<file path="src/rtl/topk_queue.sv">
// Bounded top-K priority store: keeps the DEPTH best (data, tag) entries, dequeues min or max,
// and replaces the worst entry on a better insert into a full store. Optional TOPK_STATS_EN adds a drop counter.
module topk_queue #(
  parameter int DATA_WIDTH    = 32,
  parameter int TAG_WIDTH     = 32,
  parameter int DEPTH         = 8,
  parameter int KEEP_SMALLEST = 1
) (
  input  logic                      clk_in,
  input  logic                      rst_in,
  input  logic                      flush_in,
  input  logic                      enq_in,
  input  logic [DATA_WIDTH-1:0]     enq_data_in,
  input  logic [TAG_WIDTH-1:0]      enq_tag_in,
  input  logic                      deq_min_in,
  input  logic                      deq_max_in,
  output logic                      valid_out,
  output logic [DATA_WIDTH-1:0]     data_out,
  output logic [TAG_WIDTH-1:0]      tag_out,
  output logic                      evict_valid_out,
  output logic [DATA_WIDTH-1:0]     evict_data_out,
  output logic [TAG_WIDTH-1:0]      evict_tag_out,
  output logic [$clog2(DEPTH):0]    size_out,
  output logic                      empty_out,
  output logic                      full_out,
  output logic [TAG_WIDTH-1:0]      min_tag_out,
  output logic [TAG_WIDTH-1:0]      max_tag_out
`ifdef TOPK_STATS_EN
  ,
  output logic [15:0]               drop_count_out
`endif
);

  localparam int IW = $clog2(DEPTH);
  localparam int SW = IW + 1;

  logic [DEPTH-1:0]      valid_q;
  logic [DEPTH-1:0]      valid_d;
  logic [TAG_WIDTH-1:0]  tag_q  [DEPTH];
  logic [DATA_WIDTH-1:0] data_q [DEPTH];

  logic [IW-1:0] min_idx;
  logic [IW-1:0] max_idx;
  logic [IW-1:0] free_idx;
  logic [IW-1:0] worst_idx;
  logic [IW-1:0] deq_idx;
  logic [IW-1:0] wr_idx;
  logic          any_valid;
  logic          better;
  logic          deq_do;
  logic          wr_en;
  logic          wr_new;
  logic          evict_do;

  // Scans over pre-edge state. Ascending order with strict compares makes ties pick the lowest slot.
  // NOTE: every signal written in an always_comb gets a default first, so no path can infer a latch.
  always_comb begin
    min_idx   = '0;
    max_idx   = '0;
    free_idx  = '0;
    any_valid = 1'b0;
    for (int i = DEPTH - 1; i >= 0; i--) begin
      if (!valid_q[i]) free_idx = IW'(i);
    end
    for (int i = 0; i < DEPTH; i++) begin
      if (valid_q[i]) begin
        if (!any_valid) begin
          min_idx = IW'(i);
          max_idx = IW'(i);
        end else begin
          if (tag_q[i] < tag_q[min_idx]) min_idx = IW'(i);
          if (tag_q[i] > tag_q[max_idx]) max_idx = IW'(i);
        end
        any_valid = 1'b1;
      end
    end
  end

  assign worst_idx = (KEEP_SMALLEST != 0) ? max_idx : min_idx;
  assign better    = (KEEP_SMALLEST != 0) ? (enq_tag_in < tag_q[max_idx])
                                          : (enq_tag_in > tag_q[min_idx]);
  assign full_out  = (size_out == SW'(DEPTH));
  assign empty_out = (size_out == '0);

  assign min_tag_out = any_valid ? tag_q[min_idx] : '0;
  assign max_tag_out = any_valid ? tag_q[max_idx] : '0;

  always_comb begin
    deq_do   = (deq_min_in || deq_max_in) && any_valid && !flush_in;
    deq_idx  = deq_min_in ? min_idx : max_idx;
    wr_en    = 1'b0;
    wr_new   = 1'b0;
    wr_idx   = free_idx;
    evict_do = 1'b0;
    if (enq_in && !flush_in) begin
      if (deq_do) begin
        // Reuse the slot being freed so the store never needs a spare entry.
        wr_en  = 1'b1;
        wr_idx = deq_idx;
      end else if (!full_out) begin
        wr_en  = 1'b1;
        wr_new = 1'b1;
      end else if (better) begin
        wr_en    = 1'b1;
        wr_idx   = worst_idx;
        evict_do = 1'b1;
      end
    end

    valid_d = valid_q;
    if (flush_in) begin
      valid_d = '0;
    end else begin
      if (deq_do) valid_d[deq_idx] = 1'b0;
      if (wr_en)  valid_d[wr_idx]  = 1'b1;
    end
  end

  // NOTE: sequential state uses non-blocking assignments so every register samples pre-edge values.
  always_ff @(posedge clk_in or posedge rst_in) begin
    if (rst_in) begin
      valid_q         <= '0;
      size_out        <= '0;
      valid_out       <= 1'b0;
      data_out        <= '0;
      tag_out         <= '0;
      evict_valid_out <= 1'b0;
      evict_data_out  <= '0;
      evict_tag_out   <= '0;
    end else begin
      valid_q         <= valid_d;
      valid_out       <= deq_do;
      evict_valid_out <= evict_do;
      if (flush_in) begin
        size_out <= '0;
      end else if (wr_new) begin
        size_out <= size_out + SW'(1);
      end else if (deq_do && !wr_en) begin
        size_out <= size_out - SW'(1);
      end
      if (deq_do) begin
        data_out <= data_q[deq_idx];
        tag_out  <= tag_q[deq_idx];
      end
      if (evict_do) begin
        evict_data_out <= data_q[worst_idx];
        evict_tag_out  <= tag_q[worst_idx];
      end
    end
  end

  // NOTE: the entry storage is deliberately not reset; valid_q alone decides what is live.
  always_ff @(posedge clk_in) begin
    if (wr_en) begin
      tag_q[wr_idx]  <= enq_tag_in;
      data_q[wr_idx] <= enq_data_in;
    end
  end

`ifdef TOPK_STATS_EN
  logic drop_do;
  assign drop_do = enq_in && !flush_in && !deq_do && full_out && !better;

  always_ff @(posedge clk_in or posedge rst_in) begin
    if (rst_in) begin
      drop_count_out <= '0;
    end else if (flush_in) begin
      drop_count_out <= '0;
    end else if (drop_do && (drop_count_out != 16'hFFFF)) begin
      drop_count_out <= drop_count_out + 16'd1;
    end
  end
`else
  // Without statistics there is no drop counter.
`endif

endmodule
</file>
<file path="config.mk">
export PLATFORM = sky130hd
export DESIGN_NAME = topk_queue
export DESIGN_NICKNAME = d
export VERILOG_FILES = /design/src/rtl/topk_queue.sv
export SDC_FILE = /design/constraint.sdc
export NUM_CORES = 2
export LEC_CHECK = 0
export CAP_MARGIN = 20
export CELL_PAD_IN_SITES_DETAIL_PLACEMENT = 1
export CELL_PAD_IN_SITES_GLOBAL_PLACEMENT = 2
export CORE_UTILIZATION = 35
export DETAILED_ROUTE_END_ITERATION = 8
export GPL_ROUTABILITY_DRIVEN = 0
export GPL_TIMING_DRIVEN = 1
export PLACE_DENSITY = 0.85
export SETUP_SLACK_MARGIN = 0.02
export SKIP_CTS_REPAIR_TIMING = 1
export SKIP_LAST_GASP = 1
export SYNTH_ARGS = -nofsm -noshare
export SYNTH_HDL_FRONTEND = slang
export SYNTH_SLANG_ARGS = --single-unit
</file>
<file path="constraint.sdc">
create_clock -name clk_in -period 81.2 [get_ports clk_in]
set_input_delay 20.3 -clock clk_in [delete_from_list [all_inputs] [get_ports clk_in]]
set_output_delay 20.3 -clock clk_in [all_outputs]
set_load 0.03 [all_outputs]
</file>
# [Word level (Yosys, flattened, before mapping)]
# Memory sizes are Yosys's and may differ from the RTL's. A register that Yosys moved wholly into a read port is not among the register bits.
# Cells that the tools add are included.
[totals] mem_bits_rw=512 out_inout_bits=200 in_bits=70 regBits=46 mem_count=2
[mem_list] name="data_q" depth=8 word_bits=32 read_ports=2 rd_clocked_by_memory_dff=2 write_ports=1 line_no="40" rtl="logic [DATA_WIDTH-1:0] data_q [DEPTH];"
[mem_list] name="tag_q" depth=8 word_bits=32 read_ports=23 rd_clocked_by_memory_dff=1 write_ports=1 line_no="39" rtl="logic [TAG_WIDTH-1:0] tag_q [DEPTH];"
[classes] n_lt_le_gt_ge=19 bitwise_logic=3 eq_ne=1 mux=88 n_addsub=2 reduce_logical=11
[op_table] cell="$lt 32x32->1" count=8
[op_table] cell="$gt 32x32->1" count=7
[op_table] cell="$mux 3" count=49
[op_table] cell="$mux 32" count=2
[op_table] cell="$mux 8" count=4
[op_table] cell="$mux 1" count=28
[op_table] cell="$mux 4" count=3
[op_table] cell="$and 8x8->8" count=1
[op_table] cell="$lt 3x4->1 const B" count=2
[op_table] cell="$not 8->8" count=1
[op_table] cell="$or 8x8->8" count=1
[op_table] cell="$demux 1 s3" count=2
[op_table] cell="$ge 3x1->1 const B" count=2
[op_table] cell="$logic_and 1x1->1" count=6
[op_table] cell="$add 4x1->4 const B" count=1
[op_table] cell="$eq 4x4->1 const B" count=1
[op_table] cell="$logic_not 4->1" count=1
[op_table] cell="$sub 4x1->4 const B" count=1
[op_table] cell="$reduce_bool 3->1" count=1
[op_table] cell="$logic_not 1->1" count=2
[op_table] cell="$logic_or 1x1->1" count=1

# [Logic depth before layout (Yosys ltp)]
# An unclocked memory read counts as a cell.
[logic_depth] word_depth=48 ltp_mapped=120 mapped_depth_nobuf=102

# [Worst setup path before layout]
# OpenSTA, ideal clock, no wires.
[synth_path] kind="register to output" from="memory tag_q[0][10]" to="output min_tag_out[1]" stages_incl_launch_ff=111 t_arrival_ps=22562 setup_slack_ps=38338 path_cell_list="edfxtp_1 -> clkbuf_1 -> inv_1 -> ha_1 -> nand4_1 -> nor2_1 -> a221o_1 -> o31a_1 -> o21ai_1 -> buf_2 -> buf_1 -> clkbuf_1 -> mux2i_1 -> ha_1 -> a21oi_1 -> o211ai_1 -> o221ai_1 -> a31o_2 -> (+75 left out) -> ha_1 -> a21o_1 -> a21o_1 -> a21o_1 -> a21o_1 -> a21o_1 -> a21o_1 -> a21oi_1 -> o21ai_0 -> a21oi_1 -> and3_1 -> nor3b_1 -> o221ai_1 -> nand3_1 -> clkbuf_1 -> a211o_1 -> o221ai_1 -> a211oi_1"
[synth_rtl] element="start, declared" line_no="39"
[synth_rtl] element="end, declared" line_no="26" rtl="output logic [TAG_WIDTH-1:0] min_tag_out,"

==> summary.txt <==
Job
  • Max-cap violation count: 0

Route
  • Top routing layer in use: met5
  • Routed WL: around 280 mm
  • First-pass iteration count of the detailed router: 9
  • Sum of met3 wire segment lengths after detailed routing: between 40 and 50 mm
  • Antenna Violating Nets Remaining: 0
  • Total routed wire length on the met1 layer: about 110 mm
  • Avg WL per Cell: 35.7 um
  • First-iteration detailed-routing DRC count: 8069
  • Wire length on met2: ~110 mm
  • Vias per inst: between 6 and 7
  • Total number of vias: ~55k
  • Remaining DRCs: 15

Global routing
  • Antenna violations before repair: 16
  • Global-route wire length before repair: roughly 400 mm
  • Global router's overall resource usage: 0.361
  • Via count of the first global-routing pass: ~54k
  • Maximum number of pins on one net before global-route repair: between 100 and 150
  • Remaining global-route overflow: 0

STA
  • Setup total negative slack: 0 ns
  • Highest clock rate: about 0.019 GHz
  • Final critical-path setup slack: ~28 ns
  • Worst-case hold slack: slightly above 0.5 ns
  • Headroom to the max-slew limit: 0.122
  • Tcrit/Tclk final: 0.661
  • Count of pins over their slew limit: 0
  • Tightest Pin Transition: ~1.3 ns
  • Final Setup Violations: 0
  • Setup repair after global routing missed its margin: no
  • Final worst path period need: about 54 ns
  • Number of hold violations in the final report: 0
  • Clock Skews: 0.0842 ns

Place
  • Cell count after placement: slightly below 8k
  • Number of port buffers: between 200 and 300
  • Detailed placement HPWL: just under 200 mm
  • Dpl ws: about 30 ns
  • Post-placement cell area: approximately 57000 sq um

Clock network
  • Clock transition time at the flip-flop clock pins of the worst setup and hold paths: approximately 0.070 ns
  • Maximum level of the CTS H-tree: 3
  • Clock buffer count from CTS: 77
  • Clk Latency, worst-skew pair: about 0.76 ns
  • TritonCTS clock tree: done
  • Number of sinks on the clock net: between 600 and 700
  • Maximum clock insertion buffer count: 3
  • CTS Root Buffer Type: clkbuf_16

Critical path
  • Top cell by count, worst path: a21o_1
  • Slowest cell on the critical path: a211oi_1
  • Highest fanout seen on the critical path: 54
  • Critical path class: reg -> out
  • Crit path required time: 60.90 ns
  • Type of origin of the critical path: register
  • Crit path DAT: 33.38 ns
  • Type of element capturing the critical path: primary output
  • Worst reg2reg path depth: 110
  • Biggest cell delay along the critical path: between 1 and 1.5 ns

Floorplan
  • Number of ports placed on the die boundary: 270
  • Chip width: between 300 and 400 um
  • Full die area: 151000 sq um
  • Placement Rows: 141
  • Area of the placeable core: roughly 150000 sq um
  • Chip Height: approximately 390 um
  • Initial cell density of the core: 0.353

Hold path
  • Worst hold path depth: 2
  • Hold Path Class: reg -> reg

Yosys
  • Library cell occupying the most area in the post-synthesis netlist: edfxtp_1
  • Yosys cell types: 90
  • Synth Flop Type: edfxtp_1
  • Mapped Nets: 6388
  • FF+latch count, synth: between 600 and 700
  • Post-synthesis sequential area ratio: 0.363
  • Instance count of the mapped netlist: just under 6k
  • Mean cell area of the mapped netlist: between 8 and 9 sq um
  • Mapped Area: 52200 sq um
  • Most used standard cells in the synthesized netlist: 747 x nand2_1, 560 x a21oi_1, 512 x edfxtp_1, 454 x nor2_1, 443 x ha_1
  • Portion of synthesized cell area occupied by the leading cell type: 0.295
  • Number of flops mapped to enable cells by yosys: about 510
  • Most frequently used cell type in the post-synthesis netlist: nand2_1
  • Largest cells by area after synthesis: edfxtp_1 29%, ha_1 11%, dfrtp_1 6.8%
  • Warnings, synthesis: 0
  • Fraction of registers with async set/reset: 0.217

Final layout
  • Layout Area Growth over Synthesis: 15.3%
  • Post-layout nets: 6453
  • Filler-free cell count of the finished design: between 7k and 8k
  • Post-layout utilization of the core: 0.407
  • Multi-input logic area: 31000 sq um
  • Cell area after layout: 60200 sq um
  • Storage cell area: about 19000 sq um
  • Count of filler cells inserted in the layout: 17.0k
  • Share of layout cells above drive strength 1: 0.0931

Power
  • Static Leakage: 23.5 nW
  • Worst IR drop on VDD: about 21 uV
  • Total power density per cell area: about 24 nW/um^2
  • Power, Total: around 1.4 mW

Status
  • Result of the run: finished, violations left
  • Violations in the final reports: DRC
==> layout by cell type, fill, tap and decap left out, types with 79 or more instances in the layout <==
cell | netlist | routed
nand3_1 | 157 | 156
nor2_1 | 454 | 438
clkbuf_16 | 0 | 79
a21o_1 | 119 | 118
dfrtp_1 | 142 | 142
o211ai_1 | 163 | 163
edfxtp_1 | 512 | 512
nand4_1 | 83 | 83
a211oi_1 | 83 | 83
nand2_1 | 747 | 744
inv_1 | 155 | 149
o22ai_1 | 90 | 90
a31oi_1 | 129 | 126
mux2_2 | 80 | 80
mux2i_1 | 327 | 326
o21ai_0 | 307 | 307
buf_4 | 9 | 223
a221oi_1 | 144 | 144
ha_1 | 443 | 443
a21oi_1 | 560 | 555
clkdlybuf4s50_1 | 0 | 269
==> worst paths after layout <==
check / slack, ns / from / end
worst max-delay path: 27.52 / tag_q[0][30] / min_tag_out[1]
worst min-delay path: 0.51 / evict_tag_out[22] / evict_tag_out[22]
worst max register to register: 46.24 / tag_q[0][30] / tag_q[3][6]
worst min register to register: 0.51 / evict_tag_out[22] / evict_tag_out[22]
max in group asynchronous: 60.02 / rst_in / data_out[24]
min in group asynchronous: 19.91 / rst_in / evict_data_out[4]
==> worst max-delay path: cells and delay by family, from the launching register on <==
| kind | cells | cell delay [ns] |
|---|---|---|
| compound gates | 53 | 13.32 |
| fa+ha+maj | 7 | 2.54 |
| buf+inv | 10 | 4.84 |
| flops | 1 | 0.65 |
| mux | 3 | 1.62 |
| simple gates | 28 | 9.47 |
==> report_power, final <==
group          internal [mW]  switching (mW)  leakage, nW
logic                  0.214           0.381         15.9
registers              0.402          0.0382         6.28
clock network          0.225           0.164         1.35
==> registers in the layout (all words and copies together) (netlist names) <==
| register | cells |
|---|---|
| evict_data_out | 32 |
| size_out | 4 |
| tag_out | 32 |
| data_out | 32 |
| evict_tag_out | 32 |
| valid_out | 1 |
| evict_valid_out | 1 |
| data_q | 256 |
| valid_q | 8 |
| tag_q | 256 |
==> routing by layer <==
| metal | GRT usage | vias to the layer above |
|---|---|---|
| li1 | - | 22500 |
| met1 | 0.459 | 27400 |
| met2 | 0.509 | 4259 |
| met3 | 0.142 | 1101 |
| met4 | 0.224 | 28 |
| met5 | 0.00670 | - |
==> final cells by class <==
type,count,area share
flip-flops and latches,654,0.315
multi-input cells,4554,0.515
repair buffers,497,0.0738
diodes,4,0.000166
inverters,155,0.0100
clock inverters,47,0.0113
clock buffers,96,0.0349
well taps,1930,0.0401
==> logic make-up (layout without fill, tap and decap cells) <==
kind of cell / count (synthesis) / count (layout) / share of synthesized area
adder cells (fa/ha/maj): 444 / 444 / 0.107
multiplexers: 414 / 414 / 0.0815
AO/OA/AOI/OAI: 2002 / 2002 / 0.256
buffers and inverters: 666 / 795 / 0.0506
XOR/XNOR: 3 / 3 / 0.000504
other: 0 / 4 / 0
flip-flops: 654 / 654 / 0.363
AND/OR/NAND/NOR: 1691 / 1691 / 0.142
(Power assumes the default switching activity.)
==> patch: new RTL, config.mk and constraints unchanged <==
The parameter `TAG_WIDTH` goes from 32 to 16.
--- a/src/rtl/topk_queue.sv
+++ b/src/rtl/topk_queue.sv
@@ -4,3 +4,3 @@
   parameter int DATA_WIDTH    = 32,
-  parameter int TAG_WIDTH     = 32,
+  parameter int TAG_WIDTH     = 16,
   parameter int DEPTH         = 8,
Interface: changed (5 resized); port bits go from 270 to 190. No check against the original RTL was run, so the function may have changed too.
==> patch against the original RTL <==
Worst setup slack gained 7500 ps. Total power shrank 44%. Final area shrank 31%. Sequential cell count shrank 160. Final cell count shrank 31%. Routed wire length shrank 34%. Synthesized area shrank 31%. Register-to-register slack gained 7100 ps. Critical endpoint is now min_tag_out[14]. Largest power group is now registers.
==> patch: results (changes against the original RTL) <==
Power and ir drop
  – Lkg Pwr: 0.0159 uW (was 0.0235 uW)
  – Power share of the clock group: 0.305 (was 0.273)
  – Comb group: 230 uW (was 596 uW)
  – Sw frac: 0.347 (was 0.409)
  – Sw Pwr: 276 uW (was 583 uW)
  – VDD IR max: 0.0257 mV (was 0.0208 mV)

Worst setup path
  – Worst path arrival time: 25880 ps (was 33380 ps)
  – Setup crit end: min_tag_out[14] (was min_tag_out[1])
  – FF-to-FF Start: tag_q[0][13] (was tag_q[0][30])
  – Worst R2R Path Depth: 95 (was 110)
  – CP Launch Point: tag_q[0][13] (was tag_q[0][30])
  – Critical Path Fanout Max: 57 (was 54)
  – Max stage delay on crit path: 880 ps (was 1030 ps)
  – R2R Setup Slk: 53340 ps (was 46240 ps)
  – Slowest CP cell: edfxtp_1 (was a211oi_1)
  – R2r endpoint: data_q[1][17] (was tag_q[3][6])

STA
  – Post-route setup slack: 35020 ps (was 27520 ps)
  – Final Skew: 38.7 ps (was 84.2 ps)

Route
  – Via count: 37.5k (was 55.3k)
  – Drt pass-1 iters: 6 (was 9)
  – Starting DRT DRC Count: 4945 (was 8069)
  – WL/cell: 34.3 um (was 35.7 um)

Status
  – Status: finished clean (was finished with violations)

Logic synthesis
  – Multiplexer area fraction after synthesis: 0.0814 (was 0.0815)
  – Post-synth ARST share: 0.223 (was 0.217)
  – Post-Synth Adder-Cell Area: 0.0765 (was 0.107)
  – Cells after synthesis: 3995 (was 5874)
  – Post-synthesis compound-gate area fraction: 0.241 (was 0.256)
  – Post-Synth XOR/XNOR Area: 0.000486 (was 0.000504)
  – Seq/Total Area, Yosys: 0.396 (was 0.363)
  – Synth top cells by count: 616 x nand2_1, 384 x edfxtp_1, 322 x a21oi_1, 284 x nor2_1, 271 x clkbuf_1 (was 747 x nand2_1, 560 x a21oi_1, 512 x edfxtp_1, 454 x nor2_1, 443 x ha_1)

Placed design
  – Hpwl dp: 121000 um (was 196000 um)
  – Pre-CTS setup slack: 36130 ps (was 29970 ps)
  – IO buf count: 189 (was 269)
  – Placed Area: 39700 sq um (was 57400 sq um)

Global route
  – Global-route wire length before repair: 267000 um (was 398000 um)
  – Initial antenna violation count: 9 (was 16)
  – Number of global-route vias before repair: 37.3k (was 54.1k)

Clock tree
  – TritonCTS Buffers: 50 (was 77)
  – H-tree depth: 2 (was 3)

Final layout
  – # fillers: 11.8k (was 17.0k)
  – Layout cells sized above 1: 0.0870 (was 0.0931)
  – Non-filler cells in the finished layout: 5465 (was 7937)

Worst hold path
  – HP Start: evict_data_out[14] (was evict_tag_out[22])
  – Hold Path Sink: evict_data_out[14] (was evict_tag_out[22])
==> patch: area by class of cell <==
| type | instances | area [sq um] | share of cell area |
|---|---|---|---|
| diodes | 5 | 12.5 | 0.000302 |
| clock buffers | 69 | 1410 | 0.0341 |
| clock inverters | 23 | 239 | 0.00577 |
| inverters | 58 | 225 | 0.00544 |
| multi-input cells | 3102 | 20400 | 0.493 |
| flip-flops and latches | 494 | 14300 | 0.345 |
| well taps | 1368 | 1710 | 0.0413 |
| repair buffers | 346 | 3110 | 0.0752 |
==> patch: cells by family (layout without fill, tap and decap cells) <==
family	count (synthesis)	count (layout)
AND/OR/NAND/NOR	1333	1333
AO/OA/AOI/OAI	1257	1257
other	0	5
buffers and inverters	399	496
multiplexers	290	290
adder cells (fa/ha/maj)	220	220
XOR/XNOR	2	2
flip-flops	494	494
==> patch: per-layer routing <==
layer	up-vias	part of all wire	track usage
li1	15400	-	-
met1	18600	0.37	0.430
met2	2669	0.43	0.528
met3	840	0.12	0.107
met4	4	0.083	0.253
met5	-	0.00014	0
